[config.mk]
export PLATFORM = sky130hd
export DESIGN_NAME = slave_worker_fsm
export DESIGN_NICKNAME = d
export VERILOG_FILES = /design/src/rtl/slave_worker_fsm_pkg.sv /design/src/rtl/slave_worker_fsm_cycle_counter.sv /design/src/rtl/slave_worker_fsm.sv
export SDC_FILE = /design/constraint.sdc
export NUM_CORES = 1
export LEC_CHECK = 0
export BUFFER_PORTS_ARGS = -buffer_cell sky130_fd_sc_hd__clkbuf_2
export CAP_MARGIN = 20
export CORE_MARGIN = 2
export CORE_UTILIZATION = 55
export CTS_CLUSTER_SIZE = 20
export DETAILED_ROUTE_END_ITERATION = 12
export PLACE_DENSITY = 0.77
export SETUP_SLACK_MARGIN = 0.02
export SKIP_CTS_REPAIR_TIMING = 1
export SLEW_MARGIN = 20
export SYNTH_ARGS = -nofsm -noshare
export SYNTH_HDL_FRONTEND = slang
export SYNTH_HIERARCHICAL = 1
export SYNTH_SLANG_ARGS = --single-unit
[constraint.sdc]
create_clock -name clk -period 8.9 [get_ports clk]
set_input_delay 1.78 -clock clk [delete_from_list [all_inputs] [get_ports clk]]
set_output_delay 1.78 -clock clk [all_outputs]
set_load 0.03 [all_outputs]
[src/rtl/slave_worker_fsm_pkg.sv]
// Shared definitions for the slave worker: state encoding seen by the master sequencer.
package slave_worker_fsm_pkg;

    typedef enum logic [1:0] {
        StIdle  = 2'b00,
        StRun   = 2'b01,
        StDrain = 2'b10,
        StFault = 2'b11
    } state_e;

    localparam int unsigned DRAIN_CNT_W = 8;

endpackage

[src/rtl/slave_worker_fsm_cycle_counter.sv]
// Up-counter that clears on load, advances when enabled and saturates at its terminal value.
module slave_worker_fsm_cycle_counter #(
    parameter int unsigned W = 16
) (
    input  logic         clk,
    input  logic         rst_n,
    input  logic         load,
    input  logic         en,
    input  logic [W-1:0] last,
    output logic [W-1:0] count,
    output logic         tc
);

    logic [W-1:0] count_q;

    assign tc    = (count_q == last);
    assign count = count_q;

    always_ff @(posedge clk or negedge rst_n) begin
        if (!rst_n) begin
            count_q <= '0;
        end else if (load) begin
            count_q <= '0;
        end else if (en && !tc) begin
            count_q <= count_q + 1'b1;
        end
    end

endmodule

[src/rtl/slave_worker_fsm.sv]
// Responder side of the start/busy/done handshake: runs a len_in-cycle job plus a fixed drain.
module slave_worker_fsm
    import slave_worker_fsm_pkg::*;
#(
    parameter int unsigned CNT_W     = 16,
    parameter int unsigned DRAIN_CYC = 2
) (
    input  logic             clk,
    input  logic             rst_n,
    input  logic             start,
    input  logic [CNT_W-1:0] len_in,
    input  logic             abort,
    output logic [1:0]       state,
    output logic             busy,
    output logic             done,
    output logic             err,
    output logic [CNT_W-1:0] count
);

    localparam logic [DRAIN_CNT_W-1:0] DRAIN_LAST = DRAIN_CNT_W'(DRAIN_CYC - 1);

    state_e                 state_q, state_d;
    logic                   done_q, done_d;
    logic                   err_q, err_d;
    logic [CNT_W-1:0]       len_q;
    logic                   accept;
    logic                   run_tc;
    logic                   drain_tc;
    logic [DRAIN_CNT_W-1:0] drain_count;

    assign accept = (state_q == StIdle) && start;

    slave_worker_fsm_cycle_counter #(
        .W(CNT_W)
    ) u_run_cnt (
        .clk   (clk),
        .rst_n (rst_n),
        .load  (accept),
        .en    ((state_q == StRun) && !abort),
        .last  (len_q - 1'b1),
        .count (count),
        .tc    (run_tc)
    );

    // Held cleared outside DRAIN so every drain phase starts from zero.
    slave_worker_fsm_cycle_counter #(
        .W(DRAIN_CNT_W)
    ) u_drain_cnt (
        .clk   (clk),
        .rst_n (rst_n),
        .load  (state_q != StDrain),
        .en    (state_q == StDrain),
        .last  (DRAIN_LAST),
        .count (drain_count),
        .tc    (drain_tc)
    );

    always_comb begin
        state_d = state_q;
        done_d  = done_q;
        err_d   = err_q;
        unique case (state_q)
            StIdle: begin
                if (start) begin
                    done_d  = 1'b0;
                    err_d   = 1'b0;
                    state_d = (len_in != '0) ? StRun : StFault;
                end
            end
            StRun: begin
                if (abort) begin
                    state_d = StFault;
                end else if (run_tc) begin
                    state_d = StDrain;
                end
            end
            StDrain: begin
                if (abort) begin
                    state_d = StFault;
                end else if (drain_tc) begin
                    state_d = StIdle;
                    done_d  = 1'b1;
                end
            end
            StFault: begin
                state_d = StIdle;
                done_d  = 1'b1;
                err_d   = 1'b1;
            end
            default: state_d = StIdle;
        endcase
    end

    always_ff @(posedge clk or negedge rst_n) begin
        if (!rst_n) begin
            state_q <= StIdle;
            done_q  <= 1'b0;
            err_q   <= 1'b0;
            len_q   <= '0;
        end else begin
            state_q <= state_d;
            done_q  <= done_d;
            err_q   <= err_d;
            if (accept && (len_in != '0)) begin
                len_q <= len_in;
            end
        end
    end

    assign state = state_q;
    assign busy  = (state_q != StIdle);
    assign done  = done_q;
    assign err   = err_q;

endmodule

======== Word-level counts from Yosys, hierarchy flattened ========
Index checks and enable logic that the tools add are counted.
W data, S select, Z words.
storage, ports and cells
  register bits ........................... 44
  output and inout bits ................... 21
cells by class
  reduce and logical (&&, ||, !) cells .... 18
  multiplexer cells ....................... 16
  equal/unequal tests ..................... 11
  $add $sub $neg .......................... 3
operators by type and width
  cell                     number
  $mux W16                 2
  $add A16 B1 Y16 const B  1
  $eq A16 B16 Y1           1
  $mux W8                  2
  $reduce_bool A16 Y1      1
  $sub A16 B1 Y16 const B  1
  $mux W2                  6
  $add A8 B1 Y8 const B    1
  $eq A8 B1 Y1 const B     1
  $ne A2 B2 Y1 const B     4
  $pmux W2 S4              1
  $reduce_bool A2 Y1       4
  $logic_and A1 B1 Y1      5
  $eq A2 B2 Y1 const B     2
  $reduce_and A4 Y1        1
  $logic_not A1 Y1         3
  $mux W1                  3
  $ne A3 B2 Y1 const B     1
  $ne A3 B3 Y1 const B     1
  $pmux W1 S3              1
  $reduce_and A3 Y1        1
  $reduce_bool A3 Y1       1
  $eq A2 B1 Y1 const B     1
  $logic_not A2 Y1         1
  2 further kinds          2

======== Longest topological paths before layout ========
  depth after elaboration ................. 6
  depth in mapped cells ................... 15

======== By module ========
Netlist, hierarchy kept.
by module, submodules not included
  module                                        cells each  sequential area each (µm²)  area an instance (µm²)  times used
  slave_worker_fsm                              113         500.5                       1,206.2                 1
  slave_worker_fsm_cycle_counter (u_run_cnt)    117         400.4                       1,086.0                 1
  slave_worker_fsm_cycle_counter (u_drain_cnt)  55          200.2                       548.0                   1

======== Least setup slack after synthesis ========
OpenSTA, ideal clock, no wires.
  path kind ............................... input -> register
  start point ............................. input port abort
  end point ............................... register u_run_cnt.count_q[13], in the netlist u_run_cnt/count[13]
  buffers on the path ..................... 0
  slack ................................... 5.576 ns
  stages .................................. 7
  data arrival time ....................... 3.200 ns
  cells stage by stage .................... inv_1 nand2_1 nor2_1 nand4_1 nor2_1 nor4b_1 mux2_2
on the way
  word-level cells in the longest chain between the ends .. 4
RTL lines
  item                          line                                  RTL
  from (decl)                   slave_worker_fsm.sv:12                input logic abort,
  $logic_not A1 Y1              slave_worker_fsm.sv:39                .en ((state_q == StRun) && !abort),
  $logic_and A1 B1 Y1           slave_worker_fsm.sv:39
  $logic_and A1 B1 Y1           slave_worker_fsm_cycle_counter.sv:24  end else if (en && !tc) begin
  $reduce_bool A2 Y1 (no line)  --
  to (signal assigned)          slave_worker_fsm_cycle_counter.sv:25  count_q <= count_q + 1'b1;
  to (decl)                     slave_worker_fsm_cycle_counter.sv:14  logic [W-1:0] count_q;
No other way between the ends.
A chain may end at the register's enable or synchronous reset.

======== Worst setup path in the final report ========
Ends and elaborated chain as after synthesis.

==> results.txt <==
Crit end category - flip-flop
Initial antenna violation count - 0
Worst endpoint required time - 9.08 ns
Ys Warns - 6
Critical path class - in -> reg
Worst slew pin tran - 0.794 ns
Clock root buffer - clkbuf_8
RSZ-0062 raised after global routing - false
Crit path from - abort
Clk pwr share - 21.1%
First-pass GRT wire length - 9.60 mm
MaxCap Viol Count - 0
Compound-cell area share of the yosys netlist - 7.36%
Port Buffer Count - 40
Hold path depth - 2
Sw power - 0.318 mW
Worst skew pair latency - 0.30 ns
Combinational power share - 39.8%
Min-delay worst type - reg -> reg
CTS tree - done
CTS Sinks - 44
Place WS - 5.13 ns
Most used DFF post-synth - dfrtp_1
Slowest CP cell - mux2_2
P_leak - 1.36 nW
GR Util met1 - 27.6%
R2R depth - 12
RR Endpoint - u_run_cnt/count[9]
Max Root-Sink Buffers - 2
Sequential fraction of the synthesis area - 38.8%
Die ar. - 0.00575 mm^2
Routed len/inst - 14.3 um
Routed Wire Length - 5.71 mm
GRT met2 Usage - 38.4%
Synth area leaders - dfrtp_1, xnor2_1, mux2_2
Share of cells above drive strength 1 - 24.8%
Total gr overflow - 0
Flops & latches, synth - 44
Switching Fraction - 37.8%
Final min period - 3.48 ns
Setup TNS Final - 0 ns
Yosys top cell area share - 38.8%
Post-synthesis mux area share - 10.5%
WP data arrival - 3.65 ns
CTS buffer count - 5
Ys async rst share - 100%
VDD IR-drop max - 0.000129 V
Final net count - 353
Crit path launch type - input port
Hold endpoint - err
# setup viols final - 0
ANT nets after route - 0
Worst Skew - 0.00981 ns
Post-Synth Adder-Cell Area - 1.32%
Largest family of logic cells by synthesized area - simple AND/OR/NAND/NOR gates
GRT Total Usage - 21.8%
Vias per cell - 5.52
Simple-gate share of the synthesized area - 24.6%
Xor/xnor cell area share of the yosys netlist - 13.2%
CP delay by family, top - simple AND/OR/NAND/NOR gates
Routability cong. - 0.856
Die Span X - 75.9 um
CTS H-tree lvls - 2
Drt drc - 0
ANT cells - 0
Fin. max-slew vios - 0
CP peak stage delay - 0.38 ns
Worst flop-to-flop path startpoint - len_q[0]
DR iter-0 viols - 181
Vias in the first global route - 2,117
Starting Density - 56.3%
Fmax - 0.288 GHz
Worst setup margin - 5.42 ns
Synth unique cells - 46
Syn avg cell area - 9.97 um^2
Area leader, netlist - dfrtp_1
Hold Crit Start - err
Largest net degree at the start of global routing - 45
Tcrit/Tclk final - 39.1%
Crit-path cells - clkbuf_2 > inv_1 > nand2_1 > nor2_1 > nand4_1 > nor2_1 > nor4b_1 > mux2_2
Synth-to-layout area growth - 13.6%
Synthesized instance count - 285
Met3 usage - 4.37%
# IOs - 41
Core Area - 0.00504 mm^2
Clk slew on worst S/H paths - 0.08 ns
DPL Wire Length - 4.22 mm
Hold Violations, Final - 0
Post-synth EDFFs - 0
Fill cell count - 431
Drt pass-1 iters - 4
Synth Cell Area - 0.00284 mm^2
Crit-path max FO - 8
CP most frequent cell - nor2_1
Die height - 75.9 um
Most Used Layer, Global Route - met2
Rel. slew slack - 47.1%
Flop2flop setup slack - 5.65 ns
Worst Path Buf+Inv - 2
Reg power frac - 39.1%
Routed via count - 2,206
Power density over the cells - 261 mW/mm^2
Post-layout util - 64.0%
Internal power - 0.525 mW
FP Rows - 26
Outcome - finished, final reports clean
power by group through the flow:
stage / registers, mW / clock network [mW] / logic, mW
after floorplan: 0.337 / 0 / 0.257
after global placement: 0.330 / 0 / 0.327
after detailed placement: 0.333 / 0 / 0.336
after CTS: 0.329 / 0.181 / 0.338
after global routing: 0.339 / 0.189 / 0.371
final: 0.329 / 0.178 / 0.336
worst max path at each step:
stage | endpoint | slack, ns | cells after the start
final | u_run_cnt/count[13] | 5.42 | 8
after global routing | u_run_cnt/count[13] | 5.23 | 8
after CTS | u_run_cnt/count[15] | 5.24 | 11
after detailed placement | len_q[5] | 5.13 | 5
after global placement | len_q[15] | 5.19 | 5
after floorplan | u_run_cnt/count[13] | 5.58 | 7
state kept, by name, indices dropped and copies added (netlist names):
| signal | cells |
|---|---|
| u_drain_cnt/count | 8 |
| u_run_cnt/count | 16 |
| len_q | 16 |
| done | 1 |
| state | 2 |
| err | 1 |
through the flow:
step / hold WS (ns) / cells / power (mW) / area (um^2)
6_report: 0.528 / 400 / 0.843 / 3230
5_1_grt: 0.551 / 400 / 0.899 / 3230
4_1_cts: 0.534 / 399 / 0.848 / 3210
3_5_place_dp: 0.516 / 392 / 0.668 / 3080
3_3_place_gp: 0.504 / 392 / 0.657 / 3080
2_1_floorplan: 0.501 / 291 / 0.594 / 2860
cells in the final DEF, fill, tap and decap left out, types with 2 or more instances in the layout:
cell type / n
dfrtp_1: 44
nor2b_1: 8
ha_1: 3
nor2_1: 35
o21ai_0: 12
nor4b_1: 3
clkbuf_8: 5
a21oi_1: 13
inv_1: 12
o31ai_1: 4
mux2_2: 14
nand4_1: 10
or3_1: 4
mux2_4: 8
nand2b_1: 2
xnor2_1: 29
xor2_1: 12
or4_1: 4
nor4_4: 2
nand4_4: 2
nor3_1: 3
clkbuf_2: 39
conb_1: 8
nand2_1: 12
nor4_1: 9
bufinv_16: 2
nand3_1: 10
nor2_4: 2
worst min-delay path, stage by stage, from the launching register on:
cell	delay, ns
dfrtp_1	0.37
nor2_1	0.05
nor2_1	0.07
synth_stat cells, types with 2 or more instances:
master and number:
o31ai_1 4, nor4_4 2, or3_1 4, buf_6 4, xnor2_1 29, nand2_1 12
nor4_1 9, conb_1 2, a21oi_1 13, clkbuf_1 2, nand2b_1 2, dfrtp_1 44
o21ai_0 12, nor2_4 2, inv_1 12, nand4_4 2, or4_1 4, ha_1 3
nand3_1 10, nand4_1 10, nor2_1 35, nor2b_1 8, nor3_1 3, nor4b_1 3
mux2_4 8, buf_2 2, mux2_2 14, xor2_1 12
layout make-up:
type,instances,area (um^2),share of cell area [%]
timing repair buffer,41,214,6.63
sequential,44,1100,34.1
clock buffer,5,68.8,2.13
inverter,12,45.0,1.40
tap,70,87.6,2.71
multi-input combinational,226,1650,51.1
clock inverter,2,60.1,1.86
cells by family (layout without fill, tap and decap cells):
logic type                 after synthesis  after routing
muxes                                   24             24
and+or+nand+nor                        114            114
xor gates and xnor gates                42             42
adders and majority gates                3              3
buffers and inverters                   21             60
DFF                                     44             44
other                                    2              8
AOI/OAI and AO/OA                       35             35
metal layers:
| layer | share of wire, % | up-vias |
|---|---|---|
| met1 | 44 | 1078 |
| met2 | 52 | 39 |
| met3 | 3.2 | 2 |
| met4 | 0.30 | 0 |
| li1 | - | 1087 |
| met5 | 0 | - |
Power figures use the tool's default switching activity.
